[src/rtl/aclk_pkg.sv]
// aclk_pkg: shared types and constants for the alarm clock blocks.
//   state_t      - alarm sequencer state encoding
//   BCD_W        - width of one BCD time digit
//   DEF_*        - default tick counts for the alarm sequencer
package aclk_pkg;

    localparam int BCD_W = 4;

    localparam int DEF_RING_TIMEOUT_SEC = 60;
    localparam int DEF_SNOOZE_MIN       = 5;
    localparam int DEF_MAX_SNOOZE       = 3;

    typedef enum logic [1:0] {
        DISARMED = 2'd0,
        ARMED    = 2'd1,
        RINGING  = 2'd2,
        SNOOZE   = 2'd3
    } state_t;

endpackage

[src/rtl/aclk_edge_det.sv]
// aclk_edge_det: rising-edge detector with a registered history bit.
//   clk   in  system clock
//   reset in  synchronous active-high reset (history cleared to 0)
//   d     in  level input
//   rise  out 1 in the cycle d is high and was low the cycle before
module aclk_edge_det (
    input  logic clk,
    input  logic reset,
    input  logic d,
    output logic rise
);

    logic prev;

    always_ff @(posedge clk) begin
        if (reset) prev <= 1'b0;
        else       prev <= d;
    end

    assign rise = d & ~prev;

endmodule

[src/rtl/aclk_alarm_sequencer.sv]
// aclk_alarm_sequencer: alarm ring/snooze controller.
// Compares current time with the alarm time and sequences the speaker
// output through arm, ring, snooze, re-ring, timeout and stop.
//   clk, reset                   clock, synchronous active-high reset
//   one_second, one_minute       1-cycle ticks from the time generator
//   alarm_on                     alarm enable switch (level)
//   snooze_button, stop_button   button levels; rising edge = request
//   current_time_*, alarm_time_* BCD digits ms_hr, ls_hr, ms_min, ls_min
//   alarm_sound                  beep output, 1 s on / 1 s off while ringing
//   alarm_active                 state is RINGING
//   snooze_active                state is SNOOZE
//   snooze_count                 snoozes used in the current alarm event
module aclk_alarm_sequencer
    import aclk_pkg::*;
#(
    parameter int RING_TIMEOUT_SEC = DEF_RING_TIMEOUT_SEC,
    parameter int SNOOZE_MIN       = DEF_SNOOZE_MIN,
    parameter int MAX_SNOOZE       = DEF_MAX_SNOOZE,
    localparam int SC_W            = $clog2(MAX_SNOOZE + 1)
) (
    input  logic             clk,
    input  logic             reset,
    input  logic             one_second,
    input  logic             one_minute,
    input  logic             alarm_on,
    input  logic             snooze_button,
    input  logic             stop_button,
    input  logic [BCD_W-1:0] current_time_ms_hr,
    input  logic [BCD_W-1:0] current_time_ls_hr,
    input  logic [BCD_W-1:0] current_time_ms_min,
    input  logic [BCD_W-1:0] current_time_ls_min,
    input  logic [BCD_W-1:0] alarm_time_ms_hr,
    input  logic [BCD_W-1:0] alarm_time_ls_hr,
    input  logic [BCD_W-1:0] alarm_time_ms_min,
    input  logic [BCD_W-1:0] alarm_time_ls_min,
    output logic             alarm_sound,
    output logic             alarm_active,
    output logic             snooze_active,
    output logic [SC_W-1:0]  snooze_count
);

    localparam int RT_W = $clog2(RING_TIMEOUT_SEC + 1);
    localparam int ST_W = $clog2(SNOOZE_MIN + 1);

    localparam logic [RT_W-1:0] RT_MAX = RT_W'(RING_TIMEOUT_SEC);
    localparam logic [ST_W-1:0] ST_MAX = ST_W'(SNOOZE_MIN);
    localparam logic [SC_W-1:0] SC_MAX = SC_W'(MAX_SNOOZE);

    logic match, alarm_ev, snooze_ev, stop_ev;

    assign match = (current_time_ms_hr  == alarm_time_ms_hr)  &&
                   (current_time_ls_hr  == alarm_time_ls_hr)  &&
                   (current_time_ms_min == alarm_time_ms_min) &&
                   (current_time_ls_min == alarm_time_ls_min);

    // The match edge is the alarm event, so switching alarm_on while the
    // time already matches cannot ring: match_d is tracked regardless of state.
    aclk_edge_det u_match_ed  (.clk(clk), .reset(reset), .d(match),         .rise(alarm_ev));
    aclk_edge_det u_snooze_ed (.clk(clk), .reset(reset), .d(snooze_button), .rise(snooze_ev));
    aclk_edge_det u_stop_ed   (.clk(clk), .reset(reset), .d(stop_button),   .rise(stop_ev));

    state_t          state, state_nxt;
    logic            beep, beep_nxt;
    logic [RT_W-1:0] ring_timer, ring_timer_nxt, ring_inc;
    logic [ST_W-1:0] snooze_timer, snooze_timer_nxt, snooze_inc;
    logic [SC_W-1:0] count_nxt;

    // Saturating increments; the transitions fire at the limit so the
    // saturation only guards against wrap.
    assign ring_inc   = (ring_timer   == RT_MAX) ? ring_timer   : ring_timer   + RT_W'(1);
    assign snooze_inc = (snooze_timer == ST_MAX) ? snooze_timer : snooze_timer + ST_W'(1);

    always_comb begin
        state_nxt        = state;
        beep_nxt         = beep;
        ring_timer_nxt   = ring_timer;
        snooze_timer_nxt = snooze_timer;
        count_nxt        = snooze_count;

        if (!alarm_on) begin
            state_nxt        = DISARMED;
            beep_nxt         = 1'b0;
            ring_timer_nxt   = '0;
            snooze_timer_nxt = '0;
            count_nxt        = '0;
        end else begin
            unique case (state)
                DISARMED: begin
                    state_nxt        = ARMED;
                    beep_nxt         = 1'b0;
                    ring_timer_nxt   = '0;
                    snooze_timer_nxt = '0;
                    count_nxt        = '0;
                end
                ARMED: begin
                    if (alarm_ev) begin
                        state_nxt      = RINGING;
                        ring_timer_nxt = '0;
                        count_nxt      = '0;
                        beep_nxt       = 1'b1;
                    end
                end
                RINGING: begin
                    if (stop_ev || (snooze_ev && snooze_count == SC_MAX)) begin
                        state_nxt        = ARMED;
                        beep_nxt         = 1'b0;
                        ring_timer_nxt   = '0;
                        snooze_timer_nxt = '0;
                        count_nxt        = '0;
                    end else if (snooze_ev) begin
                        state_nxt        = SNOOZE;
                        beep_nxt         = 1'b0;
                        count_nxt        = snooze_count + SC_W'(1);
                        snooze_timer_nxt = '0;
                    end else if (one_second) begin
                        if (ring_inc == RT_MAX) begin
                            state_nxt        = ARMED;
                            beep_nxt         = 1'b0;
                            ring_timer_nxt   = '0;
                            snooze_timer_nxt = '0;
                            count_nxt        = '0;
                        end else begin
                            ring_timer_nxt = ring_inc;
                            beep_nxt       = ~beep;
                        end
                    end
                end
                SNOOZE: begin
                    if (stop_ev) begin
                        state_nxt        = ARMED;
                        beep_nxt         = 1'b0;
                        ring_timer_nxt   = '0;
                        snooze_timer_nxt = '0;
                        count_nxt        = '0;
                    end else if (one_minute) begin
                        if (snooze_inc == ST_MAX) begin
                            state_nxt      = RINGING;
                            ring_timer_nxt = '0;
                            beep_nxt       = 1'b1;
                        end else begin
                            snooze_timer_nxt = snooze_inc;
                        end
                    end
                end
                default: state_nxt = DISARMED;
            endcase
        end
    end

    // Outputs are registered from the next-state values so an event in
    // cycle N is visible on the pins in cycle N+1.
    always_ff @(posedge clk) begin
        if (reset) begin
            state         <= DISARMED;
            beep          <= 1'b0;
            ring_timer    <= '0;
            snooze_timer  <= '0;
            snooze_count  <= '0;
            alarm_sound   <= 1'b0;
            alarm_active  <= 1'b0;
            snooze_active <= 1'b0;
        end else begin
            state         <= state_nxt;
            beep          <= beep_nxt;
            ring_timer    <= ring_timer_nxt;
            snooze_timer  <= snooze_timer_nxt;
            snooze_count  <= count_nxt;
            alarm_sound   <= (state_nxt == RINGING) && beep_nxt;
            alarm_active  <= (state_nxt == RINGING);
            snooze_active <= (state_nxt == SNOOZE);
        end
    end

endmodule

[config.mk]
export PLATFORM = sky130hd
export DESIGN_NAME = aclk_alarm_sequencer
export DESIGN_NICKNAME = d
export VERILOG_FILES = /design/src/rtl/aclk_pkg.sv /design/src/rtl/aclk_edge_det.sv /design/src/rtl/aclk_alarm_sequencer.sv
export SDC_FILE = /design/constraint.sdc
export NUM_CORES = 1
export LEC_CHECK = 0
export BUFFER_PORTS_ARGS = -buffer_cell sky130_fd_sc_hd__buf_2
export CAP_MARGIN = 25
export CORE_ASPECT_RATIO = 1.25
export CORE_UTILIZATION = 53
export CTS_BUF_LIST = sky130_fd_sc_hd__clkbuf_8
export DETAILED_ROUTE_END_ITERATION = 8
export PLACE_DENSITY_LB_ADDON = 0.12
export SLEW_MARGIN = 40
export SYNTH_ARGS = -nofsm -noshare
export SYNTH_HDL_FRONTEND = slang
export SYNTH_SLANG_ARGS = --single-unit
[constraint.sdc]
create_clock -name clk -period 3.25 [get_ports clk]
set_clock_uncertainty 0.15 [all_clocks]
set_input_delay 0.325 -clock clk [delete_from_list [all_inputs] [get_ports clk]]
set_output_delay 0.325 -clock clk [all_outputs]
set_load 0.01 [all_outputs]
# Word level (Yosys, flattened, before mapping)
# Index checks and enable logic that the tools add are counted.
# Widths: inputs -> output; s select.
# word_totals
word_cells,103
regBits,20
# op_classes
n_reduce_logical,12
muxes,46
addsub,3
bitwise_logic,8
n_eq_ne,23
# ops
cell,count
$mux 6,9
$mux 2,15
$mux 3,8
$pmux 6 s4,1
$eq 4x4->1,4
$pmux 2 s4,2
$ne 3x3->1 const B,5
$eq 6x6->1 const B,2
$eq 2x2->1 const B,5
$reduce_and 5->1,2
$mux 1,9
$pmux 3 s3,1
$ne 4x4->1 const B,2
$add 6x1->6 const B,1
$eq 3x3->1 const B,2
$logic_and 1x1->1,5
$not 1->1,5
$ne 2x2->1 const B,2
$pmux 1 s4,1
$reduce_and 4->1,1
$add 3x1->3 const B,1
$and 1x1->1,3
$reduce_bool 3->1,1
$add 2x1->2 const B,1
other kinds (4),4

# Logic depth before layout (Yosys ltp)
# depth
word_depth,11
depth_mapped,9

# Cells and area by module
# Synthesis repeated with hierarchy kept, for this count alone.
# hier_totals
hier_cells,174
hier_area_um2,1460.2
# by_module_without_submodules
module,cells_each,area_per_inst_um2,n_inst
aclk_alarm_sequencer,165,1317.5,1
aclk_edge_det,3,47.5,3

# Least setup slack after synthesis
# No wires, ideal clock.
# synth_path
kind,reg-to-reg
start,register ring_timer[0]
end,register snooze_active
synth_period_minus_slack_ns,2.314
slack_ns,0.936
path_stages_with_launch,10
arrival_ns,2.047
n_path_buf,1
cell_sequence,dfxtp_1 > buf_2 > inv_1 > ha_1 > nand3_2 > mux2_4 > a211oi_4 > a31oi_1 > nor4_2 > and4bb_1
# synth_between
elab_chain_cells,10
word_cells_on_any_way,11
classes_between,1 x add/sub; 3 x eq/ne; 7 x mux
# synth_rtl
element,line,rtl
"start, declared",aclk_alarm_sequencer.sv:64,"logic [RT_W-1:0] ring_timer, ring_timer_nxt, ring_inc;"
"start signal, assigned",aclk_alarm_sequencer.sv:165,ring_timer <= ring_timer_nxt;
$add 6x1->6 / $eq 6x6->1 (equally long branches),aclk_alarm_sequencer.sv:70,assign ring_inc = (ring_timer == RT_MAX) ? ring_timer : ring_timer + RT_W'(1);
$mux 6 (*),aclk_alarm_sequencer.sv:70,
$eq 6x6->1 (*),aclk_alarm_sequencer.sv:116,if (ring_inc == RT_MAX) begin
$mux 2 (*),aclk_alarm_sequencer.sv:116,
$mux 2 (*),aclk_alarm_sequencer.sv:115,end else if (one_second) begin
$mux 2 (*),aclk_alarm_sequencer.sv:110,end else if (snooze_ev) begin
$mux 2 (*),aclk_alarm_sequencer.sv:104,if (stop_ev || (snooze_ev && snooze_count == SC_MAX)) begin
$pmux 2 s4 (*),aclk_alarm_sequencer.sv:87,unique case (state)
$mux 2 (*),aclk_alarm_sequencer.sv:80,if (!alarm_on) begin
$eq 2x2->1 (*),aclk_alarm_sequencer.sv:170,snooze_active <= (state_nxt == SNOOZE);
"end signal, assigned",aclk_alarm_sequencer.sv:170,
"end, declared",aclk_alarm_sequencer.sv:38,"output logic snooze_active,"
# Every way passes the cells marked *; elsewhere a longest branch is shown, timed or not.
# A chain may end at the register's enable or synchronous reset.

# Worst setup path in the final report
# Same ends and word-level chain as after synthesis.

==> out/qor.txt <==
maximum clock frequency = 0.403 GHz
initial core utilization = 0.554
Clock Sink Count = 20
cell type of the slowest stage on the worst timing path = dfxtp_1
Avg WL per Cell = 13.5 um
type of the worst setup path = reg2reg
Horiz. Die Dim = 49.1 um
number of rows in the core area = 21
later-pin clock latency in the skew report = 0.27 ns
Synth Net Count = 222
launch point of the critical path = ring_timer[0]
utilization after layout = 0.665
placed cell count = 251
largest family of logic cells by synthesized area = simple AND/OR/NAND/NOR gates
multiplexer area fraction after synthesis = 0.0204
worst hold endpoint = u_snooze_ed.prev
post-layout net count = 266
Worst-Margin Slew = 0.680 ns
Final ANT Viol Nets = 0
post-route non-filler standard cell count = 255
number of I/O pins = 44
number of distinct library cells after synthesis = 47
xor-xnor portion of the synthesized cell area = 0.0954
flop2flop setup slack = 0.77 ns
Vias per Instance = 5.77
cell-by-cell trace of the critical path = inv_1, ha_1, nand3_2, mux2_4, a211oi_4, a31oi_1, nor4_2, and4bb_1
maximum number of pins on one net before global-route repair = 12
maximum root-to-sink buffer count = 2
post-placement cell area = 1710 um2
Filler cells = 217
most frequent cells in the layout = buf_2 (43), dfxtp_1 (20), xor2_1 (16), nand2_1 (13), nor2_1 (10)
H-tree depth = 1
cells resized by post-CTS repair = 0
iteration-0 DRC count of the detailed router = 36
headroom to the max-slew limit = 0.546
final setup violating endpoints = 0
kind of path behind the tightest hold check = in2reg
chip height = 60.9 um
post-route cell area = 1760 um2
power per unit of standard cell area = 287 nW/um2
area of the placeable core = 2650 um2
total global routing track utilization = 0.240
TritonCTS clock tree = done
total wire length after detailed routing = 3430 um
sequential element share of the synthesized area = 0.273
clock buffers created by TritonCTS = 3
setup TNS = 0 ns
hold violation count in the final report = 0
Post-Synth Simple-Gate Area = 0.318
Cells after Synth = 178
multi-input gate area in the final layout = 1020 um2
Ant. Diodes = 0
post-synthesis instance area = 1470 um2
leakage dissipation = 0.000743 uW
number of global-route vias before repair = 1283
crit end category = flip-flop
number of antenna violations at the first check in global routing = 0
commonest non-fill, non-tap cell in the layout = buf_2
area share of fa/ha/maj cells after synthesis = 0.0426
CP arrival = 2.49 ns
Root Buffer Master = clkbuf_8
largest stage delay on the critical path = 0.48 ns
number of maximum-capacitance violations = 0
Hold Crit Depth = 2
layout cells sized above 1 = 0.258
Detailed Routing Iterations Pass 1 = 4
complex-gate fraction of the synthesized area = 0.219
clock period minus worst slack = 2.48 ns
global route overflow = 0
ratio of final minimum period to clock period = 0.763
synthesis warning total = 0
Max Fanout on Critical Path = 10
Worst Hold Launch = reset
area enclosed by the die boundary = 2990 um2
endpoint required time on the critical path = 3.26 ns
I/O Buffers = 43
sequential standard cell area = 400 um2
reg-to-reg critical path startpoint = ring_timer[0]
clock slew at reported path FFs = 0.08 ns
half-perimeter wire length of the detailed placement result = 2810 um
Setup Fix Bufs, Post-CTS = 0
area delta synth->final = 20.1%
global-route wire length before repair = 5420 um
RSZ-0062 raised after global routing = no
result of the run = complete, no violations
Worst Reg2Reg Path Length in Cells = 8
number of storage elements in the synthesis netlist = 20
number of hold buffers added after CTS = 0
Worst setup SP type = flip-flop
commonest register cell after synthesis = dfxtp_1
number of enable flip-flop cells after synthesis = 0
DR vias = 1472
Pins Over Slew Limit = 0
remaining routing DRC violations = 0
worst vdd ir = 270 uV
average cell area after synthesis = 8.25 um2
destination of the worst register-to-register timing path = snooze_active
async set-reset flop share out of synthesis = 0
Routability Congestion = 0.967
## how the worst max path moves through the flow
stage	endpoint	slack (ns)	cells past startpoint
5_1_grt	snooze_active	0.61	8
3_3_place_gp	snooze_active	0.84	8
6_report	snooze_active	0.77	8
3_5_place_dp	snooze_active	0.79	8
2_1_floorplan	snooze_active	0.94	9
4_1_cts	snooze_active	0.77	8
## flip-flops by register name, summed over array words and instances, names as in the netlist
register          cells
alarm_active          1
alarm_sound           1
beep                  1
ring_timer            6
snooze_active         1
snooze_count          2
snooze_timer          3
state                 2
u_match_ed.prev       1
u_snooze_ed.prev      1
u_stop_ed.prev        1
## power by group
part | internal, uW | leakage, uW | total [uW] | switching [uW]
combinational | 32.4 | 0.000553 | 63.8 | 31.4
clock | 108 | 0.0000288 | 194 | 85.6
sequential | 247 | 0.000162 | 248 | 1.33
## synthesized netlist by cell type (3+ instances only)
library cell  number  share of area
nand3_1            6          0.020
nor2_1            10          0.026
nand2b_1           4          0.017
o21ai_0            8          0.027
nand2_1           13          0.033
a21o_1             3          0.015
nor3b_1            4          0.020
a21oi_1            7          0.024
a211oi_1           4          0.020
a31oi_1            4          0.017
ha_1               5          0.043
nor2b_1            9          0.038
dfxtp_1           20           0.27
nand3b_1           4          0.020
nand4_1            6          0.026
nor4_1             6          0.026
xor2_1            16          0.095
inv_1              8          0.020
## cell type report
type / count / area share
inverters: 8 / 0.0170
clock buffers: 4 / 0.0312
multi-input cells: 146 / 0.579
flip-flops and latches: 20 / 0.227
repair buffers: 43 / 0.122
well taps: 34 / 0.0241
## worst max-delay path: cells and delay by family (launching register included)
family          cells  cell delay, ns
fa+ha+maj           1            0.25
mux                 1            0.32
buf+inv             1            0.09
flops               1            0.48
compound gates      2            0.47
simple gates        3            0.63
## cells by family (layout without fill, tap and decap cells)
kind of cell    after synthesis  in the layout
fa+ha+maj                     5              5
compound gates               44             44
simple gates                 79             79
mux                           2              2
xor+xnor                     16             16
flops                        20             20
buf+inv                      12             55
## layer usage
layer	wire, um	global-route usage	vias up
li1	-	-	741
met1	1400	0.257	676
met2	1780	0.442	44
met3	153	0.0376	11
met4	104	0.155	0
met5	0	0	-
## stage by stage
stage | total power (uW) | setup WS [ns] | hold slack (ns)
2_1_floorplan | 284 | 0.936 | 0.247
3_3_place_gp | 315 | 0.843 | 0.305
3_5_place_dp | 317 | 0.787 | 0.313
4_1_cts | 507 | 0.770 | 0.121
5_1_grt | 525 | 0.613 | 0.124
6_report | 506 | 0.769 | 0.119
No activity file was read; power rests on OpenSTA's default activity.
